===== config.mk =====
export PLATFORM = sky130hd
export DESIGN_NAME = note_player
export DESIGN_NICKNAME = d
export VERILOG_FILES = /design/src/rtl/note_player_pkg.sv /design/src/rtl/dffr.sv /design/src/rtl/dffre.sv /design/src/rtl/frequency_rom.sv /design/src/rtl/note_player.sv
export SDC_FILE = /design/constraint.sdc
export NUM_CORES = 1
export LEC_CHECK = 0
export BUFFER_PORTS_ARGS = -buffer_cell sky130_fd_sc_hd__buf_2
export CELL_PAD_IN_SITES_DETAIL_PLACEMENT = 1
export CELL_PAD_IN_SITES_GLOBAL_PLACEMENT = 1
export CORE_ASPECT_RATIO = 0.7
export CORE_MARGIN = 10
export CORE_UTILIZATION = 29
export CTS_CLUSTER_DIAMETER = 200
export DETAILED_ROUTE_END_ITERATION = 7
export PLACE_DENSITY = 0.56
export SLEW_MARGIN = 10
export SYNTH_ARGS = -nofsm -noshare
export SYNTH_HDL_FRONTEND = slang
export SYNTH_SLANG_ARGS = --single-unit

===== constraint.sdc =====
create_clock -name clk -period 4.57 [get_ports clk]
set_clock_uncertainty 0.15 [all_clocks]
set_input_delay 0.6855 -clock clk [delete_from_list [all_inputs] [get_ports clk]]
set_output_delay 0.6855 -clock clk [all_outputs]
set_load 0.02 [all_outputs]

===== src/rtl/note_player_pkg.sv =====
`default_nettype none
// ============================================================================
// Module   : note_player_pkg
// Brief    : Shared widths, state encoding and the equal-tempered pitch table
//            used by the note player and its frequency ROM.
// Revision : 1.0 - initial release
// ============================================================================
package note_player_pkg;

    localparam int NOTE_W = 6;
    localparam int DUR_W  = 6;
    localparam int META_W = 3;
    localparam int STEP_W = 20;

    typedef enum logic [1:0] {
        NP_IDLE    = 2'd0,
        NP_LOAD    = 2'd1,
        NP_PLAYING = 2'd2,
        NP_DONE    = 2'd3
    } np_state_t;

    // Phase increments (20-bit accumulator, 48 kHz sample rate) for the
    // octave A5..G#6; lower octaves are derived by right-shifting.
    function automatic logic [STEP_W-1:0] top_octave_step(input logic [NOTE_W-1:0] semi);
        case (semi)
            6'd0:    return 20'd19224;
            6'd1:    return 20'd20367;
            6'd2:    return 20'd21578;
            6'd3:    return 20'd22861;
            6'd4:    return 20'd24221;
            6'd5:    return 20'd25661;
            6'd6:    return 20'd27187;
            6'd7:    return 20'd28804;
            6'd8:    return 20'd30516;
            6'd9:    return 20'd32331;
            6'd10:   return 20'd34253;
            6'd11:   return 20'd36290;
            default: return '0;
        endcase
    endfunction

endpackage
`default_nettype wire


===== src/rtl/dffr.sv =====
`default_nettype none
// ============================================================================
// Module   : dffr
// Brief    : D flop bank with asynchronous active-low clear.
// Revision : 1.0 - initial release
// ============================================================================
module dffr #(
    parameter int WIDTH = 1
) (
    input  logic             clk,
    input  logic             reset,
    input  logic [WIDTH-1:0] i_d,
    output logic [WIDTH-1:0] o_q
);

    // Capture every cycle, clear asynchronously.
    always_ff @(posedge clk or negedge reset) begin
        if (!reset) o_q <= '0;
        else        o_q <= i_d;
    end

endmodule
`default_nettype wire


===== src/rtl/dffre.sv =====
`default_nettype none
// ============================================================================
// Module   : dffre
// Brief    : D flop bank with enable and asynchronous active-low clear.
// Revision : 1.0 - initial release
// ============================================================================
module dffre #(
    parameter int WIDTH = 1
) (
    input  logic             clk,
    input  logic             reset,
    input  logic             i_en,
    input  logic [WIDTH-1:0] i_d,
    output logic [WIDTH-1:0] o_q
);

    // Capture only when enabled, clear asynchronously.
    always_ff @(posedge clk or negedge reset) begin
        if (!reset)    o_q <= '0;
        else if (i_en) o_q <= i_d;
    end

endmodule
`default_nettype wire


===== src/rtl/frequency_rom.sv =====
`default_nettype none
// ============================================================================
// Module   : frequency_rom
// Brief    : 64 x 20 synchronous pitch ROM. Note n (1..63) is n-1 semitones
//            above A0 (note 49 = A4 = 440 Hz); entry 0 is silence.
// Revision : 1.0 - initial release
// ============================================================================
module frequency_rom
    import note_player_pkg::*;
(
    input  logic              clk,
    input  logic              reset,
    input  logic [NOTE_W-1:0] i_addr,
    output logic [STEP_W-1:0] o_data
);

    logic [NOTE_W-1:0] w_rel;
    logic [NOTE_W-1:0] w_semi;
    logic [NOTE_W-1:0] w_oct;
    logic [NOTE_W-1:0] w_shift;
    logic [STEP_W-1:0] w_data;

    // Split the note into semitone-within-octave and octave, then scale the
    // top-octave increment down by one bit per octave below it.
    always_comb begin
        w_rel   = i_addr - NOTE_W'(1);
        w_semi  = w_rel % NOTE_W'(12);
        w_oct   = w_rel / NOTE_W'(12);
        w_shift = NOTE_W'(5) - w_oct;
        w_data  = '0;
        if (i_addr != '0) begin
            w_data = top_octave_step(w_semi) >> w_shift;
        end
    end

    dffr #(.WIDTH(STEP_W)) u_data_q (
        .clk   (clk),
        .reset (reset),
        .i_d   (w_data),
        .o_q   (o_data)
    );

endmodule
`default_nettype wire


===== src/rtl/note_player.sv =====
`default_nettype none
// ============================================================================
// Module   : note_player
// Brief    : Latches notes from the song reader, looks up the phase increment,
//            counts the note length in beats, silences the trailing gap beats
//            and pulses note_done when the note expires.
// Revision : 1.0 - initial release
// ============================================================================
module note_player
    import note_player_pkg::*;
(
    input  logic              clk,
    input  logic              reset,
    input  logic              play,
    input  logic              new_note,
    input  logic [NOTE_W-1:0] note,
    input  logic [DUR_W-1:0]  duration,
    input  logic [META_W-1:0] metadata,
    input  logic              beat,
    output logic [STEP_W-1:0] step_size,
    output logic              active,
    output logic              note_done
);

    logic [1:0]        r_state;
    np_state_t         w_next_state;
    logic [NOTE_W-1:0] r_note_q;
    logic [DUR_W-1:0]  r_beats_left;
    logic [META_W-1:0] r_gap_q;
    logic [STEP_W-1:0] r_step_q;

    logic              w_beat_take;
    logic              w_beats_en;
    logic [DUR_W-1:0]  w_beats_d;
    logic              w_done_d;

    // A beat only counts while playing and unpaused; a new note wins over it.
    always_comb begin
        w_beat_take = (r_state == NP_PLAYING) && beat && play && !new_note;
        w_beats_en  = new_note || w_beat_take;
        w_beats_d   = new_note ? duration : (r_beats_left - DUR_W'(1));
        w_done_d    = (w_next_state == NP_DONE);
    end

    // Next-state logic; a new note restarts from any state.
    always_comb begin
        w_next_state = np_state_t'(r_state);
        if (new_note) begin
            w_next_state = NP_LOAD;
        end else begin
            case (r_state)
                NP_IDLE:    w_next_state = NP_IDLE;
                NP_LOAD:    w_next_state = (r_beats_left == '0) ? NP_DONE : NP_PLAYING;
                NP_PLAYING: begin
                    if (w_beat_take && (r_beats_left == DUR_W'(1))) begin
                        w_next_state = NP_DONE;
                    end
                end
                NP_DONE:    w_next_state = NP_IDLE;
                default:    w_next_state = NP_IDLE;
            endcase
        end
    end

    // Audible only while playing, unpaused, pitched and outside the gap.
    always_comb begin
        step_size = '0;
        if ((r_state == NP_PLAYING) && play && (r_note_q != '0) &&
            (r_beats_left > {{(DUR_W-META_W){1'b0}}, r_gap_q})) begin
            step_size = r_step_q;
        end
        active = (r_state == NP_LOAD) || (r_state == NP_PLAYING);
    end

    dffr #(.WIDTH(2)) u_state_q (
        .clk   (clk),
        .reset (reset),
        .i_d   (w_next_state),
        .o_q   (r_state)
    );

    dffre #(.WIDTH(NOTE_W)) u_note_q (
        .clk   (clk),
        .reset (reset),
        .i_en  (new_note),
        .i_d   (note),
        .o_q   (r_note_q)
    );

    dffre #(.WIDTH(META_W)) u_gap_q (
        .clk   (clk),
        .reset (reset),
        .i_en  (new_note),
        .i_d   (metadata),
        .o_q   (r_gap_q)
    );

    dffre #(.WIDTH(DUR_W)) u_beats_left (
        .clk   (clk),
        .reset (reset),
        .i_en  (w_beats_en),
        .i_d   (w_beats_d),
        .o_q   (r_beats_left)
    );

    // Registered so note_done is high exactly while the FSM sits in DONE.
    dffr #(.WIDTH(1)) u_note_done (
        .clk   (clk),
        .reset (reset),
        .i_d   (w_done_d),
        .o_q   (note_done)
    );

    frequency_rom u_rom (
        .clk    (clk),
        .reset  (reset),
        .i_addr (r_note_q),
        .o_data (r_step_q)
    );

endmodule
`default_nettype wire

==> out/metrics.cfg, run 1 <==
[status]
outcome = finished clean

[worst_setup_path]
critical_path_class = flop to flop
worstSetupStartpointType = flop
rr_startpoint = u_note_q.o_q[0]$_DFFE_PN0P_
end_kind = flop
critPathCapture = u_rom.u_data_q.o_q[3]$_DFF_PN0_
reg2reg_to = u_rom.u_data_q.o_q[3]$_DFF_PN0_
r2r_cells = 14
required_ps = 4580
cp_max_fo = 9
crit_arrival_ps = 4230
reg2reg_slack_ps = 350
startpoint = u_note_q.o_q[0]$_DFFE_PN0P_

[cts]
h-tree-depth = 2
cts_buffers = 5
root_buffer = clkbuf_16
cts_sinks = 34
cts.reportedPaths.clkPinSlew_ps = 50
clk_latency_ps = 270
hold_buffers = 0
cts_max_path_buffers = 2
cts_tree = done

[route]
drc = 0
first_pass_iters = 5
vias = 3543
drt-initial-drc-count = 266
drtAntennaViolNets = 0
wl_per_cell_um = 19.9
wl_mm = 12.3
viasPerCell = 5.72

[place]
postPlaceCellArea_um2 = 3890
numPortBuffers = 37
hpwlAfterDp_mm = 9.68
post-place-ws_ps = 302
post-place-cells = 611
globalplace.congestion = 0.908

[timing]
period_needed_ps = 4220
tns_ps = 0
timing.final.ws_setup_ps = 349
tightestPinTransition_ps = 890
setup_viol_count_final = 0
slew_headroom = 0.407
rsz0062_at_grt = false
hold_viol = 0
clock.fmax_mhz = 237
period_share = 0.924
maxSlewViolCount = 0

[logic_synthesis]
synth.distinct_cells = 86
syn_inst = 430
synth_top_area_frac = 0.239
synth_edf_count = 0
synth_ff_type = dfrtp_1
synth_area_leader_cell = dfrtp_1
ys_ff_latch = 34
synthArstFlopShare = 1.00
ys_warn_count = 0
ys_seq_area_frac = 0.239
syn_area_um2 = 3560
synthTopCellsByArea = dfrtp_1 (24%), ha_1 (5.6%), o21ai_0 (3.9%)
syn_area_per_cell_um2 = 8.27

[die]
rows = 33
pin_count = 42
die_w_um = 152
die_h_um = 113
core_area_um2 = 11900
start_util = 0.300
fp.dieArea_um2 = 17200

[pwr]
power_density_nw_per_um2 = 425
ir_drop_v = 0.000164
total_power_mw = 1.72
p_leak_nw = 1.69

[final_layout]
syn_to_final_growth_pct = 13.7
nNetsFinal = 497
stdcell_count = 619
final_cell_area_um2 = 4040
layout-drive-gt1-share = 0.212
insertedDiodeCount = 0

[global_route]
grt.overflow.total = 0
grt_pass1_vias = 3452
antenna_found_initial = 0
grtUsageTotal = 0.143
grt_pass1_wl_mm = 20.4
grt_max_degree = 35

[worst_hold_path]
min_path_type = input port to asynchronous set/reset pin

[run]
drv_cap = 0

cells by family (layout without fill, tap and decap cells):
| logic type | count (synthesis) | after routing | share of synthesized area |
|---|---|---|---|
| muxes | 15 | 15 | 0.0436 |
| AOI/OAI and AO/OA | 135 | 135 | 0.294 |
| other | 1 | 4 | 0.00105 |
| and+or+nand+nor | 161 | 161 | 0.252 |
| DFF | 34 | 34 | 0.239 |
| xor gates and xnor gates | 12 | 12 | 0.0317 |
| adders and majority gates | 17 | 17 | 0.0591 |
| buffers and inverters | 55 | 84 | 0.0795 |
registers in the layout, summed over array words and instances (netlist names):
name,cells
u_note_q.o_q,6
u_rom.u_data_q.o_q,16
u_beats_left.o_q,6
u_note_done.o_q,1
u_gap_q.o_q,3
u_state_q.o_q,2
how the worst min path moves through the flow:
| stage | cells past startpoint | slack, ps | end |
|---|---|---|---|
| 3_5_place_dp | 1 | 380 | u_gap_q.o_q[0]$_DFFE_PN0P_ |
| 5_1_grt | 2 | 410 | u_gap_q.o_q[2]$_DFFE_PN0P_ |
| 6_report | 1 | 340 | u_note_q.o_q[4]$_DFFE_PN0P_ |
| 3_3_place_gp | 1 | 370 | u_gap_q.o_q[0]$_DFFE_PN0P_ |
| 2_1_floorplan | 0 | 240 | u_beats_left.o_q[0]$_DFFE_PN0P_ |
| 4_1_cts | 1 | 370 | u_note_q.o_q[3]$_DFFE_PN0P_ |
metrics by stage:
step / util / hold slack, ps
final: 0.341 / 343
after global routing: 0.341 / 406
after CTS: 0.341 / 372
after detailed placement: 0.328 / 382
after global placement: 0.328 / 371
after floorplan: - / 240
cells in the mapped netlist, types with 6 or more instances:
cell / n
a21oi_1: 14
nor2_1: 17
inv_1: 18
xnor2_1: 9
mux2i_1: 11
nand4_1: 9
ha_1: 16
a211oi_1: 6
dfrtp_1: 34
o211ai_1: 6
clkbuf_1: 14
nand2_1: 32
buf_2: 10
nor2b_1: 10
and2_1: 22
nand3_1: 25
buf_4: 7
o21ai_0: 28
nor3_1: 8
nor4_1: 7
a31oi_1: 6
cell type report:
type	instances	area (um2)
well taps	157	196
fillers	1418	7810
repair buffers	58	343
inverters	18	67.6
clock inverters	1	5.00
multi-input cells	344	2440
flip-flops and latches	34	851
clock buffers	7	143
metal layers:
| metal | share of wire | global-route usage | vias up |
|---|---|---|---|
| li1 | - | - | 1663 |
| met1 | 0.53 | 0.229 | 1743 |
| met2 | 0.40 | 0.185 | 131 |
| met3 | 0.066 | 0.0320 | 6 |
| met4 | 0.0055 | 0.0192 | 0 |
| met5 | 0 | 0 | - |
cells in the final DEF, fill, tap and decap left out, types with 5 or more instances in the layout:
cell,n
buf_2,37
dfrtp_1,34
nand2_1,32
o21ai_0,28
nand3_1,25
and2_1,22
buf_4,21
inv_1,18
nor2_1,17
ha_1,16
a21oi_1,13
mux2i_1,11
nor2b_1,10
nand4_1,9
xnor2_1,9
nor3_1,8
nor4_1,7
a31oi_1,6
a211oi_1,6
o211ai_1,6
a22o_1,5
clkbuf_16,5
timing repair:
action / in CTS / in global routing
buffers inserted: 0 / 0
setup endpoints to repair: 0 / 13
gates resized for setup: 0 / 1
critical path, stage by stage (launching register included):
cell	delay, ps
dfrtp_1	400
or3_4	450
or3_1	400
nand2_2	170
ha_1	360
buf_4	210
or3_1	360
a21oi_1	120
a2111oi_0	80
nor2_1	170
buf_4	190
o21ai_1	130
a311oi_1	530
mux2i_1	180
a22o_1	220
power breakdown:
| part | internal (mW) | switching [mW] | total, mW |
|---|---|---|---|
| Clock | 0.216 | 0.118 | 0.334 |
| Combinational | 0.369 | 0.614 | 0.982 |
| Sequential | 0.376 | 0.0269 | 0.402 |
No activity file was read; power rests on OpenSTA's default activity.
==> run 2: changes to the inputs <==
--- a/config.mk
+++ b/config.mk
@@ -12,6 +12,7 @@
 export CORE_MARGIN = 10
 export CORE_UTILIZATION = 29
 export CTS_CLUSTER_DIAMETER = 200
+export CTS_CLUSTER_SIZE = 8
 export DETAILED_ROUTE_END_ITERATION = 7
 export PLACE_DENSITY = 0.56
 export SLEW_MARGIN = 10
==> constraint.sdc (replaced) <==
create_clock -name clk -period 4.9 [get_ports clk]
set_clock_uncertainty 0.15 [all_clocks]
set_input_delay 0.735 -clock clk [delete_from_list [all_inputs] [get_ports clk]]
set_output_delay 0.735 -clock clk [all_outputs]
set_load 0.02 [all_outputs]
==> out/metrics.cfg, run 2 (same netlist as run 1, synthesis figures left out) <==
[status]
outcome = finished clean  ; unchanged

[timing]
maxSlewViolCount = 0  ; unchanged
tightestPinTransition_ps = 841  ; was 890 ps
tns_ps = 0  ; unchanged
hold_viol = 0  ; unchanged
clock.fmax_mhz = 232  ; was 237 MHz
period_needed_ps = 4320  ; was 4220 ps
period_share = 0.881  ; was 0.924
rsz0062_at_grt = false  ; unchanged
slew_headroom = 0.440  ; was 0.407
setup_viol_count_final = 0  ; unchanged
holdWs_ps = 382  ; was 343 ps

[cts]
cts.reportedPaths.clkPinSlew_ps = 50  ; about the same
cts_tree = done  ; unchanged
root_buffer = clkbuf_16  ; unchanged
cts_buffers = 5  ; unchanged
hold_buffers = 0  ; unchanged
cts_resized = 0  ; unchanged
h-tree-depth = 2  ; unchanged
cts_sinks = 34  ; unchanged
cts_max_path_buffers = 2  ; unchanged
clk_latency_ps = 280  ; was 270 ps
cts_setup_buffers = 0  ; unchanged

[worst_setup_path]
cp_max_fo = 14  ; was 9
cp_top_family = simple AND/OR/NAND/NOR gates  ; unchanged
required_ps = 4910  ; was 4580 ps
critical_path_class = flop to flop  ; unchanged
crit_buf_inv = 0  ; was 2
worstSetupStartpointType = flop  ; unchanged
path_cells = or3_4 -> or3_1 -> nand2_2 -> ha_1 -> or3_1 -> a21oi_1 -> a2111oi_0 -> nor2_1 -> o21ai_1 -> a311oi_1 -> a21oi_1 -> a22o_1  ; was or3_4 -> or3_1 -> nand2_2 -> ha_1 -> buf_4 -> or3_1 -> a21oi_1 -> a2111oi_0 -> nor2_1 -> buf_4 -> o21ai_1 -> a311oi_1 -> mux2i_1 -> a22o_1
crit_arrival_ps = 4330  ; was 4230 ps
end_kind = flop  ; unchanged
slowest_delay_ps = 480  ; was 530 ps
worst_path_max_delay_cell = nor2_1  ; was a311oi_1

[route]
dr_wl_met2_mm = 5.02  ; was 4.87 mm
drt-initial-drc-count = 253  ; was 266
wl_mm = 12.3  ; about the same
wirelength_met1_mm = 6.46  ; was 6.58 mm
drtAntennaViolNets = 0  ; unchanged
top_layer_used = met4  ; unchanged
vias = 3509  ; was 3543
routed-wl-met3_um = 708  ; was 808 um
viasPerCell = 5.74  ; was 5.72
wl_per_cell_um = 20.1  ; was 19.9 um
first_pass_iters = 5  ; unchanged
drc = 0  ; unchanged

[place]
numPortBuffers = 37  ; unchanged
globalplace.congestion = 0.900  ; was 0.908
hpwlAfterDp_mm = 9.49  ; was 9.68 mm

[final_layout]
syn_to_final_growth_pct = 11.9  ; was 13.7%
top_regs = u_rom.u_data_q.o_q: 16 flops, u_beats_left.o_q: 6 flops, u_note_q.o_q: 6 flops  ; unchanged
nNetsFinal = 489  ; was 497
mostFrequentLayoutCell = buf_2  ; unchanged
regMostFlops = u_rom.u_data_q.o_q  ; unchanged
largest_reg_flops = 16  ; unchanged
insertedDiodeCount = 0  ; unchanged
layout-drive-gt1-share = 0.196  ; was 0.212
mostFrequentLayoutCells = buf_2 (37), dfrtp_1 (34), nand2_1 (32)  ; unchanged

[pwr]
power_density_nw_per_um2 = 399  ; was 425 nW/um2
ir_drop_v = 0.000159  ; was 0.000164 V
p_leak_nw = 1.65  ; was 1.69 nW

[global_route]
grt_pass1_vias = 3538  ; was 3452
grt.overflow.total = 0  ; unchanged
grtUsageTotal = 0.141  ; was 0.143
grt_pass1_wl_mm = 20.3  ; was 20.4 mm
grt_max_degree = 35  ; unchanged
antenna_found_initial = 0  ; unchanged

[die]
start_util = 0.300  ; unchanged
pin_count = 42  ; unchanged
fp.dieArea_um2 = 17200  ; unchanged
die_h_um = 113  ; unchanged
rows = 33  ; unchanged
die_w_um = 152  ; unchanged
core_area_um2 = 11900  ; unchanged

[run]
drv_cap = 0  ; unchanged

[worst_hold_path]
min_path_type = flop to flop  ; was input port to asynchronous set/reset pin

[run 2: cell count changes in the layout (fill, tap and decap cells not counted)]
cell	change
a21oi_1	+1
a21oi_2	-1
buf_4	-8
[run 2: power breakdown]
group | internal, mW | leakage (nW) | switching, mW
Sequential | 0.350 | 0.423 | 0.0284
Combinational | 0.329 | 1.15 | 0.567
Clock | 0.201 | 0.0739 | 0.112
Total | 0.880 | 1.65 | 0.707
[run 2: worst paths after layout]
check,startpoint,to,slack [ps],cells after the start
min reg2reg,u_gap_q.o_q[0]$_DFFE_PN0P_,u_gap_q.o_q[0]$_DFFE_PN0P_,380,1
min,u_gap_q.o_q[0]$_DFFE_PN0P_,u_gap_q.o_q[0]$_DFFE_PN0P_,380,1
max in group asynchronous,reset,u_rom.u_data_q.o_q[8]$_DFF_PN0_,3690,1
min in group asynchronous,reset,u_note_q.o_q[5]$_DFFE_PN0P_,390,1
max,u_note_q.o_q[3]$_DFFE_PN0P_,u_rom.u_data_q.o_q[1]$_DFF_PN0_,580,12
max reg2reg,u_note_q.o_q[3]$_DFFE_PN0P_,u_rom.u_data_q.o_q[1]$_DFF_PN0_,580,12
[run 2: routing by layer]
metal,global-route usage,up-vias
li1,-,1646
met1,0.211,1754
met2,0.195,104
met3,0.0381,5
met4,0.0230,0
met5,0,-
[run 2: cell type report]
class | instances | area [um2]
Fill cell | 1420 | 7870
Multi-Input combinational cell | 344 | 2430
Sequential cell | 34 | 851
Timing Repair Buffer | 50 | 283
Tap cell | 157 | 196
Clock buffer | 7 | 143
Inverter | 18 | 67.6
Clock inverter | 1 | 5.00
[run 2: metrics by stage]
step	cells	cell area, um2	worst slack (ps)	power [mW]	util
CTS	611	3980	637	1.59	0.336
global route	611	3980	274	1.71	0.336
finish	611	3980	583	1.59	0.336
floorplan	433	3570	672	1.04	-
global placement	603	3830	685	1.26	0.323
detailed placement	603	3830	674	1.26	0.323
==> run 3: changes to the inputs <==
--- a/config.mk
+++ b/config.mk
@@ -8,13 +8,12 @@
 export BUFFER_PORTS_ARGS = -buffer_cell sky130_fd_sc_hd__buf_2
 export CELL_PAD_IN_SITES_DETAIL_PLACEMENT = 1
 export CELL_PAD_IN_SITES_GLOBAL_PLACEMENT = 1
-export CORE_ASPECT_RATIO = 0.7
-export CORE_MARGIN = 10
-export CORE_UTILIZATION = 29
+export CORE_ASPECT_RATIO = 0.75
+export CORE_UTILIZATION = 35
 export CTS_CLUSTER_DIAMETER = 200
 export CTS_CLUSTER_SIZE = 8
 export DETAILED_ROUTE_END_ITERATION = 7
-export PLACE_DENSITY = 0.56
+export PLACE_DENSITY = 0.65
 export SLEW_MARGIN = 10
 export SYNTH_ARGS = -nofsm -noshare
 export SYNTH_HDL_FRONTEND = slang
==> out/metrics.cfg, run 3 (same netlist as run 1, synthesis figures left out) <==
[timing]
rsz0062_at_grt = false  ; unchanged
setup_viol_count_final = 0  ; unchanged
hold_viol = 0  ; unchanged
period_needed_ps = 4290  ; was 4320 ps
maxSlewViolCount = 0  ; unchanged
period_share = 0.876  ; was 0.881
clock.fmax_mhz = 233  ; was 232 MHz
tns_ps = 0  ; unchanged
slew_headroom = 0.423  ; was 0.440
tightestPinTransition_ps = 866  ; was 841 ps

[route]
drtAntennaViolNets = 0  ; unchanged
drt-initial-drc-count = 295  ; was 253
vias = 3451  ; was 3509
wl_mm = 11.7  ; was 12.3 mm
first_pass_iters = 5  ; unchanged
viasPerCell = 5.89  ; was 5.74
drc = 0  ; unchanged
wl_per_cell_um = 19.9  ; was 20.1 um

[final_layout]
mostFrequentLayoutCell = buf_2  ; unchanged
insertedDiodeCount = 0  ; unchanged
fin_util = 0.404  ; was 0.336
num-fill-cells = 1199  ; was 1420
mostFrequentLayoutCells = buf_2 (37), dfrtp_1 (34), nand2_1 (32)  ; unchanged
largest_reg_flops = 16  ; unchanged
layout-drive-gt1-share = 0.196  ; unchanged
regMostFlops = u_rom.u_data_q.o_q  ; unchanged
multiInputGateArea_um2 = 2430  ; unchanged
top_regs = u_rom.u_data_q.o_q: 16 flops, u_beats_left.o_q: 6 flops, u_note_q.o_q: 6 flops  ; unchanged
syn_to_final_growth_pct = 11.0  ; was 11.9%
nNetsFinal = 489  ; unchanged
seqCellArea_um2 = 851  ; unchanged

[pwr]
power_density_nw_per_um2 = 403  ; was 399 nW/um2
ir_drop_v = 0.000154  ; was 0.000159 V
p_leak_nw = 1.65  ; unchanged

[worst_setup_path]
startpoint = u_note_q.o_q[0]$_DFFE_PN0P_  ; was u_note_q.o_q[3]$_DFFE_PN0P_
end_kind = flop  ; unchanged
cp_max_fo = 9  ; was 14
crit_arrival_ps = 4360  ; was 4330 ps
reg2reg_slack_ps = 610  ; was 580 ps
r2r_cells = 15  ; was 12
required_ps = 4970  ; was 4910 ps
rr_startpoint = u_note_q.o_q[0]$_DFFE_PN0P_  ; was u_note_q.o_q[3]$_DFFE_PN0P_
reg2reg_to = u_rom.u_data_q.o_q[1]$_DFF_PN0_  ; unchanged
worstSetupStartpointType = flop  ; unchanged
critical_path_class = flop to flop  ; unchanged

[global_route]
grt_max_degree = 35  ; unchanged
grt_pass1_wl_mm = 18.6  ; was 20.3 mm
antenna_found_initial = 0  ; unchanged
grtUsageTotal = 0.225  ; was 0.141
grt.overflow.total = 0  ; unchanged
grt_pass1_vias = 3346  ; was 3538

[status]
outcome = finished clean  ; unchanged

[cts]
cts_setup_buffers = 0  ; unchanged
hold_buffers = 0  ; unchanged
cts.reportedPaths.clkPinSlew_ps = 50  ; about the same
clk_latency_ps = 280  ; about the same
cts_tree = done  ; unchanged
cts_sinks = 34  ; unchanged
cts_buffers = 5  ; unchanged
cts_resized = 0  ; unchanged
h-tree-depth = 2  ; unchanged
root_buffer = clkbuf_16  ; unchanged
cts_max_path_buffers = 2  ; unchanged

[die]
start_util = 0.364  ; was 0.300
fp.dieArea_um2 = 10600  ; was 17200 um2
core_area_um2 = 9770  ; was 11900 um2
pin_count = 42  ; unchanged
die_h_um = 89.3  ; was 113 um
die_w_um = 118  ; was 152 um
rows = 31  ; was 33

[place]
numPortBuffers = 37  ; unchanged
hpwlAfterDp_mm = 9.00  ; was 9.49 mm
globalplace.congestion = 0.934  ; was 0.900

[run]
drv_cap = 0  ; unchanged

[worst_hold_path]
min_path_type = flop to flop  ; unchanged
min_from = u_gap_q.o_q[0]$_DFFE_PN0P_  ; unchanged
whs_path_depth = 1  ; unchanged
whs_endpoint = u_gap_q.o_q[0]$_DFFE_PN0P_  ; unchanged

[run 3: through the flow]
| step | total power, mW | instance area [um2] | hold slack [ps] | std cells | setup slack [ps] |
|---|---|---|---|---|---|
| after floorplan | 1.04 | 3570 | 289 | 433 | 672 |
| after global placement | 1.25 | 3800 | 357 | 578 | 790 |
| after detailed placement | 1.26 | 3800 | 374 | 578 | 753 |
| after CTS | 1.58 | 3950 | 387 | 586 | 718 |
| after global routing | 1.69 | 3950 | 395 | 586 | 418 |
| final | 1.59 | 3950 | 380 | 586 | 608 |
[run 3: layout make-up]
type,count,share of cell area
multi-input combinational,344,0.616
sequential,34,0.216
timing repair buffer,50,0.0716
tap,132,0.0418
clock buffer,7,0.0361
inverter,18,0.0171
clock inverter,1,0.00127
[run 3: critical path, cell delays in order (launching register included)]
cell and delay (ps):
dfrtp_1 390, inv_1 60, buf_4 160, ha_1 170, nor3b_2 220, xnor2_1 190, inv_1 80, ha_1 310
inv_1 360, nand3_1 120, a2111oi_0 730, nor2_1 330, nor4_1 340, nor3b_1 130, o22ai_1 310, a22o_1 190
[run 3: how the worst max path moves through the flow]
stage,endpoint,slack [ps],depth (start not counted)
2_1_floorplan,u_rom.u_data_q.o_q[15]$_DFF_PN0_,670,19
3_3_place_gp,u_rom.u_data_q.o_q[0]$_DFF_PN0_,790,15
3_5_place_dp,u_rom.u_data_q.o_q[8]$_DFF_PN0_,750,13
4_1_cts,u_rom.u_data_q.o_q[8]$_DFF_PN0_,720,13
5_1_grt,u_rom.u_data_q.o_q[8]$_DFF_PN0_,420,16
6_report,u_rom.u_data_q.o_q[1]$_DFF_PN0_,610,15
[run 3: metal layers]
layer  global-route usage  share of wire
met5                    0              0
met4               0.0345         0.0061
met3               0.0434          0.070
met2                0.313           0.40
met1                0.356           0.53
[run 3: power breakdown]
group / leakage (nW) / internal (mW) / switching (mW)
Clock: 0.0739 / 0.201 / 0.114
Sequential: 0.423 / 0.350 / 0.0272
Combinational: 1.15 / 0.329 / 0.569
Total: 1.65 / 0.881 / 0.710
